**src/rtl/txn_mon_pkg.sv**
```systemverilog
// Shared types and widths for the ap_ctrl_hs transaction tracker.
// Record layout is fixed here so both stall-count builds produce identical records.
package txn_mon_pkg;

  localparam int TXN_CYC_W      = 32;
  localparam int TXN_ID_W       = 16;
  localparam int TXN_MAX_OUT    = 4;
  localparam int TXN_FIFO_DEPTH = 8;

  localparam logic [15:0] DROP_SAT = 16'hFFFF;

  typedef struct packed {
    logic [TXN_ID_W-1:0]  id;
    logic [TXN_CYC_W-1:0] start_cyc;
    logic [TXN_CYC_W-1:0] latency;
    logic [TXN_CYC_W-1:0] interval;
    logic [TXN_CYC_W-1:0] stall;
  } txn_rec_t;

  // One start-queue entry: everything known at start time.
  typedef struct packed {
    logic [TXN_CYC_W-1:0] start_cyc;
    logic [TXN_CYC_W-1:0] interval;
    logic [TXN_CYC_W-1:0] stall;
  } start_ent_t;

endpackage

```
**src/rtl/txn_rec_fifo.sv**
```systemverilog
// Generic synchronous FIFO with full/empty flags; DEPTH must be a power of 2 (>= 2).
// A push while full succeeds when a pop happens in the same cycle.
module txn_rec_fifo #(
  parameter int WIDTH = 8,
  parameter int DEPTH = 4
) (
  input  logic             clock,
  input  logic             reset,
  input  logic             push,
  input  logic [WIDTH-1:0] wdata,
  input  logic             pop,
  output logic [WIDTH-1:0] rdata,
  output logic             full,
  output logic             empty
);

  localparam int AW = $clog2(DEPTH);

  logic [WIDTH-1:0] mem [DEPTH];
  logic [AW:0]      wr_ptr;
  logic [AW:0]      rd_ptr;
  logic             wr_en;
  logic             rd_en;

  assign empty = (wr_ptr == rd_ptr);
  assign full  = (wr_ptr[AW] != rd_ptr[AW]) && (wr_ptr[AW-1:0] == rd_ptr[AW-1:0]);
  assign rd_en = pop & ~empty;
  assign wr_en = push & (~full | rd_en);
  assign rdata = mem[rd_ptr[AW-1:0]];

  always_ff @(posedge clock or negedge reset) begin
    if (!reset) begin
      wr_ptr <= '0;
      rd_ptr <= '0;
    end else begin
      if (wr_en) wr_ptr <= wr_ptr + (AW+1)'(1);
      if (rd_en) rd_ptr <= rd_ptr + (AW+1)'(1);
    end
  end

  always_ff @(posedge clock) begin
    if (wr_en) mem[wr_ptr[AW-1:0]] <= wdata;
  end

endmodule

```
**src/rtl/ap_txn_tracker.sv**
```systemverilog
// Tracks an ap_ctrl_hs DUT and emits one timestamped record per completed transaction.
// Optional TXN_STALL_CNT_EN adds a start-stall counter reported in the record's stall field.
module ap_txn_tracker
  import txn_mon_pkg::*;
#(
  parameter int CYC_W      = TXN_CYC_W,
  parameter int ID_W       = TXN_ID_W,
  parameter int MAX_OUT    = TXN_MAX_OUT,
  parameter int FIFO_DEPTH = TXN_FIFO_DEPTH
) (
  input  logic        clock,
  input  logic        reset,
  input  logic        ap_start,
  input  logic        ap_ready,
  input  logic        ap_done,
  input  logic        ap_continue,
  input  logic        finish,
  output logic        rec_valid,
  input  logic        rec_ready,
  output txn_rec_t    rec_data,
  output logic [15:0] drop_cnt,
  output logic        proto_err,
  output logic        drained
);

  logic [CYC_W-1:0]     cyc_q;
  logic [CYC_W-1:0]     prev_start_q;
  logic                 has_prev_q;
  logic                 fin_q;
  logic [ID_W-1:0]      id_q;
  logic                 start_ev, done_ev, bypass, start_acc;
  logic                 q_push, q_pop, q_full, q_empty;
  start_ent_t           q_wdata, q_rdata;
  logic [CYC_W-1:0]     interval_now, start_sel, lat_now;
  logic [TXN_CYC_W-1:0] stall_now;
  txn_rec_t             rec_new, pend_rec_q, out_rdata;
  logic                 pend_q, rec_fire;
  logic                 out_pop, out_full, out_empty;

  assign start_ev  = ap_start & ap_ready & ~fin_q;
  assign done_ev   = ap_done & ap_continue;
  // An empty-queue done is satisfied by a same-cycle start without touching the queue.
  assign bypass    = done_ev & q_empty & start_ev;
  assign q_pop     = done_ev & ~q_empty;
  assign start_acc = start_ev & (~q_full | q_pop);
  assign q_push    = start_acc & ~bypass;
  assign rec_fire  = q_pop | bypass;

  assign interval_now = has_prev_q ? (cyc_q - prev_start_q) : '0;

`ifdef TXN_STALL_CNT_EN
  logic [TXN_CYC_W-1:0] stall_q;

  always_ff @(posedge clock or negedge reset) begin
    if (!reset)
      stall_q <= '0;
    else if (start_ev)
      stall_q <= '0;
    else if (ap_start && !ap_ready && !fin_q && (stall_q != '1))
      stall_q <= stall_q + TXN_CYC_W'(1);
  end

  assign stall_now = stall_q;
`else
  assign stall_now = '0;
`endif

  always_ff @(posedge clock or negedge reset) begin
    if (!reset) begin
      cyc_q        <= '0;
      prev_start_q <= '0;
      has_prev_q   <= 1'b0;
      fin_q        <= 1'b0;
      id_q         <= '0;
      proto_err    <= 1'b0;
    end else begin
      cyc_q <= cyc_q + CYC_W'(1);
      if (finish) fin_q <= 1'b1;
      if (start_acc) begin
        prev_start_q <= cyc_q;
        has_prev_q   <= 1'b1;
      end
      if (rec_fire) id_q <= id_q + ID_W'(1);
      if ((done_ev && q_empty && !start_ev) || (start_ev && q_full && !q_pop))
        proto_err <= 1'b1;
    end
  end

  always_comb begin
    q_wdata           = '0;
    q_wdata.start_cyc = TXN_CYC_W'(cyc_q);
    q_wdata.interval  = TXN_CYC_W'(interval_now);
    q_wdata.stall     = stall_now;
  end

  txn_rec_fifo #(.WIDTH($bits(start_ent_t)), .DEPTH(MAX_OUT)) u_start_q (
    .clock (clock),
    .reset (reset),
    .push  (q_push),
    .wdata (q_wdata),
    .pop   (q_pop),
    .rdata (q_rdata),
    .full  (q_full),
    .empty (q_empty)
  );

  assign start_sel = bypass ? cyc_q : q_rdata.start_cyc[CYC_W-1:0];
  assign lat_now   = cyc_q - start_sel;

  always_comb begin
    rec_new           = '0;
    rec_new.id        = TXN_ID_W'(id_q);
    rec_new.start_cyc = TXN_CYC_W'(start_sel);
    rec_new.latency   = TXN_CYC_W'(lat_now);
    rec_new.interval  = bypass ? TXN_CYC_W'(interval_now) : q_rdata.interval;
    rec_new.stall     = bypass ? stall_now : q_rdata.stall;
  end

  // One register stage between the done event and the output FIFO write.
  always_ff @(posedge clock or negedge reset) begin
    if (!reset) begin
      pend_q     <= 1'b0;
      pend_rec_q <= '0;
      drop_cnt   <= '0;
      drained    <= 1'b0;
    end else begin
      pend_q <= rec_fire;
      if (rec_fire) pend_rec_q <= rec_new;
      if (pend_q && out_full && !out_pop && (drop_cnt != DROP_SAT))
        drop_cnt <= drop_cnt + 16'd1;
      drained <= fin_q & q_empty & out_empty & ~pend_q;
    end
  end

  assign out_pop = ~out_empty & rec_ready;

  txn_rec_fifo #(.WIDTH($bits(txn_rec_t)), .DEPTH(FIFO_DEPTH)) u_rec_fifo (
    .clock (clock),
    .reset (reset),
    .push  (pend_q),
    .wdata (pend_rec_q),
    .pop   (out_pop),
    .rdata (out_rdata),
    .full  (out_full),
    .empty (out_empty)
  );

  assign rec_valid = ~out_empty;
  assign rec_data  = out_empty ? '0 : out_rdata;

endmodule
```
**config.mk**
```make
export PLATFORM = sky130hd
export DESIGN_NAME = ap_txn_tracker
export DESIGN_NICKNAME = d
export VERILOG_FILES = /design/src/rtl/txn_mon_pkg.sv /design/src/rtl/txn_rec_fifo.sv /design/src/rtl/ap_txn_tracker.sv
export SDC_FILE = /design/constraint.sdc
export NUM_CORES = 2
export LEC_CHECK = 0
export CELL_PAD_IN_SITES_DETAIL_PLACEMENT = 0
export CELL_PAD_IN_SITES_GLOBAL_PLACEMENT = 1
export CORE_ASPECT_RATIO = 1.5
export CORE_MARGIN = 4
export CORE_UTILIZATION = 25
export CTS_CLUSTER_SIZE = 12
export DETAILED_ROUTE_END_ITERATION = 8
export HOLD_SLACK_MARGIN = 0.15
export PLACE_DENSITY_LB_ADDON = 0.1
export SYNTH_ARGS = -nofsm -noshare
export SYNTH_HDL_FRONTEND = slang
export SYNTH_SLANG_ARGS = --single-unit
```
**constraint.sdc**
```tcl
create_clock -name clock -period 10.2 [get_ports clock]
set_input_delay 2.04 -clock clock [delete_from_list [all_inputs] [get_ports clock]]
set_output_delay 2.04 -clock clock [all_outputs]
set_load 0.01 [all_outputs]
```
==> impl_results.rst <==
.. list-table::
   :header-rows: 1

   * - Metric
     - Value
   * - Run status
     - complete, no violations
   * - Count of final hold-check violations
     - 0
   * - Most common cell after layout, fill and taps aside
     - edfxtp_1
   * - Routability Congestion
     - between 0.7 and 0.8
   * - VDD IR-drop max
     - roughly 0.00018 V
   * - Largest driver fanout on the critical path
     - 70
   * - Async set-or-reset flop fraction in the synthesized netlist
     - 16.5%
   * - Portion of the clock cycle consumed by the worst path in the final layout
     - 66.4%
   * - Post-synthesis sequential area ratio
     - 70.9%
   * - Floorplan die area
     - 235000 um^2
   * - Number of cells on the worst reg-to-reg path
     - 14
   * - TritonCTS Buffers
     - 156
   * - Maximum operating frequency
     - approximately 0.15 GHz
   * - Syn avg cell area
     - 17.1 um^2
   * - Launch instance of the worst min-delay path
     - id_q[15]
   * - Routed Antenna Nets
     - 0
   * - Number of cells upsized or downsized after cts
     - 0
   * - Clock Skews
     - 0.0360 ns
   * - Top-level port count
     - between 150 and 200
   * - GR met1 Demand/Resource
     - 18.0%
   * - Hold Crit Depth
     - 1
   * - Initial core utilization
     - 25.1%
   * - Filler cells
     - 22.5k
   * - Via/cell ratio
     - 4.45
   * - Ys Warns
     - 0
   * - Grt met3 use
     - 1.59%
   * - Remaining Overflow, GRT
     - 0
   * - Setup Crit Path Kind
     - flip-flop to primary output
   * - Unrepaired setup endpoints after global routing
     - no
   * - Data arrival time of the worst path
     - 4.74 ns
   * - Global-route wire length before repair
     - 238 mm
   * - Most used DFF post-synth
     - edfxtp_1
   * - Layout cells sized above 1
     - between 15 and 20%
   * - Met2 track utilization from global routing
     - between 20% and 30%
   * - Count of input and output buffers
     - 138
   * - Overall routed net length
     - 164 mm
   * - Root Buffer Master
     - clkbuf_16
   * - Post-CTS setup repair buffer count
     - 0
   * - Clk sinks
     - 1379
   * - Number of detailed-routing iterations run before antenna repair
     - 5
   * - Place WS
     - 3.17 ns
   * - Worst reg2reg setup slack
     - between 4 and 5 ns
   * - Detailed Place HPWL
     - 98.4 mm
   * - Final setup viols
     - 0
   * - Number of synthesized flops with an enable pin
     - between 1k and 1.5k
   * - First-iteration detailed-routing DRC count
     - 1679
   * - Endpoint required time on the critical path
     - a little over 8 ns
   * - Number of storage elements in the synthesis netlist
     - roughly 1.4k
   * - Leakage power total
     - 0.0235 uW
   * - Cell area after technology mapping
     - 56800 um^2
   * - Detail-routed net length per standard cell
     - 24.6 um
   * - Post-detailed-route DRC marker count
     - 0
   * - Worst min-delay path endpoint
     - id_q[15]
   * - Cells after Synth
     - 3325
   * - Most frequent cells in the layout
     - 1152 x edfxtp_1, 287 x mux4_2, 251 x nand2_1
   * - Area overhead of the layout relative to synthesis
     - 17.6%
   * - Number of global-route vias before repair
     - 32.1k
   * - Total Nets Final
     - between 3k and 4k
   * - Core Region
     - 226000 um^2
   * - Endpoint kind of the worst setup timing path
     - primary output
   * - Final critical-path setup slack
     - between 3 and 4 ns
   * - Number of placement rows
     - around 210
   * - Clock insertion delay at the later pin of the skew report
     - 0.79 ns
   * - Floorplan die width
     - 397 um
   * - Largest net degree at the start of global routing
     - 99
   * - Source of the worst register-to-register timing path
     - u_start_q.rd_ptr[1]
   * - Clock-pin slew of the registers on the worst-case setup and hold paths
     - 0.06 ns
   * - Initial antenna violation count
     - 7
   * - Total GRT Usage
     - 13.8%
   * - Endpoint of the lowest-slack register-to-register path
     - pend_rec_q[76]
   * - Hold-fix buffer count after cts
     - 0
   * - Setup TNS Final
     - 0 ns
   * - Min Clock Period, post-route
     - 6.78 ns
   * - Worst slew margin relative to its limit
     - 27.9%
   * - Clock H-tree levels
     - 4
   * - Class of the tightest hold or removal check
     - flip-flop to flip-flop
   * - Max-slew violation total from the final report
     - 0
   * - Power per cell area
     - 274 nW/um^2
   * - Least-Margin Pin Slew
     - 1.08 ns
   * - Number of max-cap violations
     - 0
   * - Die Height
     - roughly 590 um
   * - Gr busiest metal
     - met2
   * - Sort of element at the start of the critical path
     - flip-flop
   * - Bufs on Longest Clock Path
     - 4
   * - Number of different library cells in the post-synthesis netlist
     - a little under 90
   * - Clock tree from TritonCTS
     - built
   * - Routed vias
     - 29.6k
-- power by group --
part	switching (uW)	internal [uW]	leakage (uW)
logic	2620	2380	0.00758
registers	862	7090	0.0136
clock network	2240	3130	0.00230
total	5720	12600	0.0235
-- per-stage QoR --
step / util [%] / area, um^2 / hold slack [ns] / power, uW / std cells
6_report: 29.5 / 66800 / 0.469 / 18300 / 6668
5_1_grt: 29.5 / 66800 / 0.482 / 19400 / 6666
4_1_cts: 29.5 / 66800 / 0.475 / 18800 / 6665
3_5_place_dp: 27.4 / 62100 / 0.464 / 13300 / 6397
3_3_place_gp: 27.4 / 62100 / 0.465 / 13300 / 6397
2_1_floorplan: - / 56900 / 0.445 / 10700 / 3356
-- critical path: stages, from the launching register on --
cell and delay [ns]:
dfrtp_4 0.87, buf_4 0.70, buf_12 0.56, mux4_2 0.60, mux2i_1 0.37, nor2_1 0.15, clkdlybuf4s50_1 0.52
-- cell usage after synthesis, types with 35 or more instances --
| library cell | count | share of area (%) |
|---|---|---|
| mux2i_1 | 141 | 2.5 |
| xor2_1 | 50 | 0.77 |
| a21o_1 | 38 | 0.50 |
| buf_1 | 50 | 0.33 |
| dfrtp_1 | 227 | 10 |
| mux4_2 | 287 | 11 |
| nand3_1 | 36 | 0.32 |
| buf_4 | 35 | 0.46 |
| nand2_1 | 251 | 1.7 |
| inv_1 | 63 | 0.42 |
| xnor2_1 | 76 | 1.2 |
| nor2_1 | 241 | 1.6 |
| a21oi_1 | 90 | 0.79 |
| o21ai_0 | 89 | 0.78 |
| ha_1 | 60 | 1.3 |
| edfxtp_1 | 1152 | 61 |
| clkbuf_1 | 101 | 0.67 |
-- sequential cells by signal, indices dropped and copies added (netlist names) --
signal and cells:
prev_start_q 32, u_start_q.wr_ptr 3, id_q 16, pend_rec_q 112, pend_q 1, fin_q 1
proto_err 1, cyc_q 32, u_rec_fifo.wr_ptr 4, drained 1, u_start_q.mem 256, u_start_q.rd_ptr 3
has_prev_q 1, drop_cnt 16, u_rec_fifo.mem 896, u_rec_fifo.rd_ptr 4
-- cells by family (layout without fill, tap and decap cells) --
logic type / count (synthesis) / count (layout) / share of synthesized area (%)
compound gates: 360 / 360 / 4.12
buf+inv: 259 / 544 / 2.01
xor+xnor: 127 / 127 / 1.97
mux: 436 / 436 / 14.0
flops: 1379 / 1379 / 70.9
fa+ha+maj: 69 / 69 / 1.52
other cells: 1 / 35 / 0.00660
simple gates: 694 / 694 / 5.48
-- worst max-delay path by stage --
| stage | from | end | slack, ns |
|---|---|---|---|
| after detailed placement | ap_done | pend_rec_q[76] | 3.17 |
| after global placement | ap_done | pend_rec_q[76] | 3.19 |
| after floorplan | rec_ready | u_rec_fifo.mem[7][100] | 2.33 |
| after global routing | u_rec_fifo.rd_ptr[0] | rec_data[95] | 3.03 |
| final | u_rec_fifo.rd_ptr[0] | rec_data[95] | 3.42 |
| after CTS | u_rec_fifo.rd_ptr[0] | rec_data[95] | 3.15 |
-- final cells by class --
class / count / area [um^2] / share of cell area, %
antenna: 3 / 7.51 / 0.0112
clock buffer: 226 / 4360 / 6.53
clock inverter: 42 / 369 / 0.553
inverter: 63 / 238 / 0.356
multi-input combinational: 1718 / 15700 / 23.5
sequential: 1379 / 40300 / 60.3
tap: 3024 / 3780 / 5.66
timing repair buffer: 213 / 2070 / 3.11
-- per-layer routing --
layer | part of all wire, % | wire (um)
met1 | 44 | 71600
met2 | 51 | 84400
met3 | 2.8 | 4530
met4 | 2.1 | 3520
met5 | 0 | 0
Note: power is estimated with default switching activity, not from simulation.
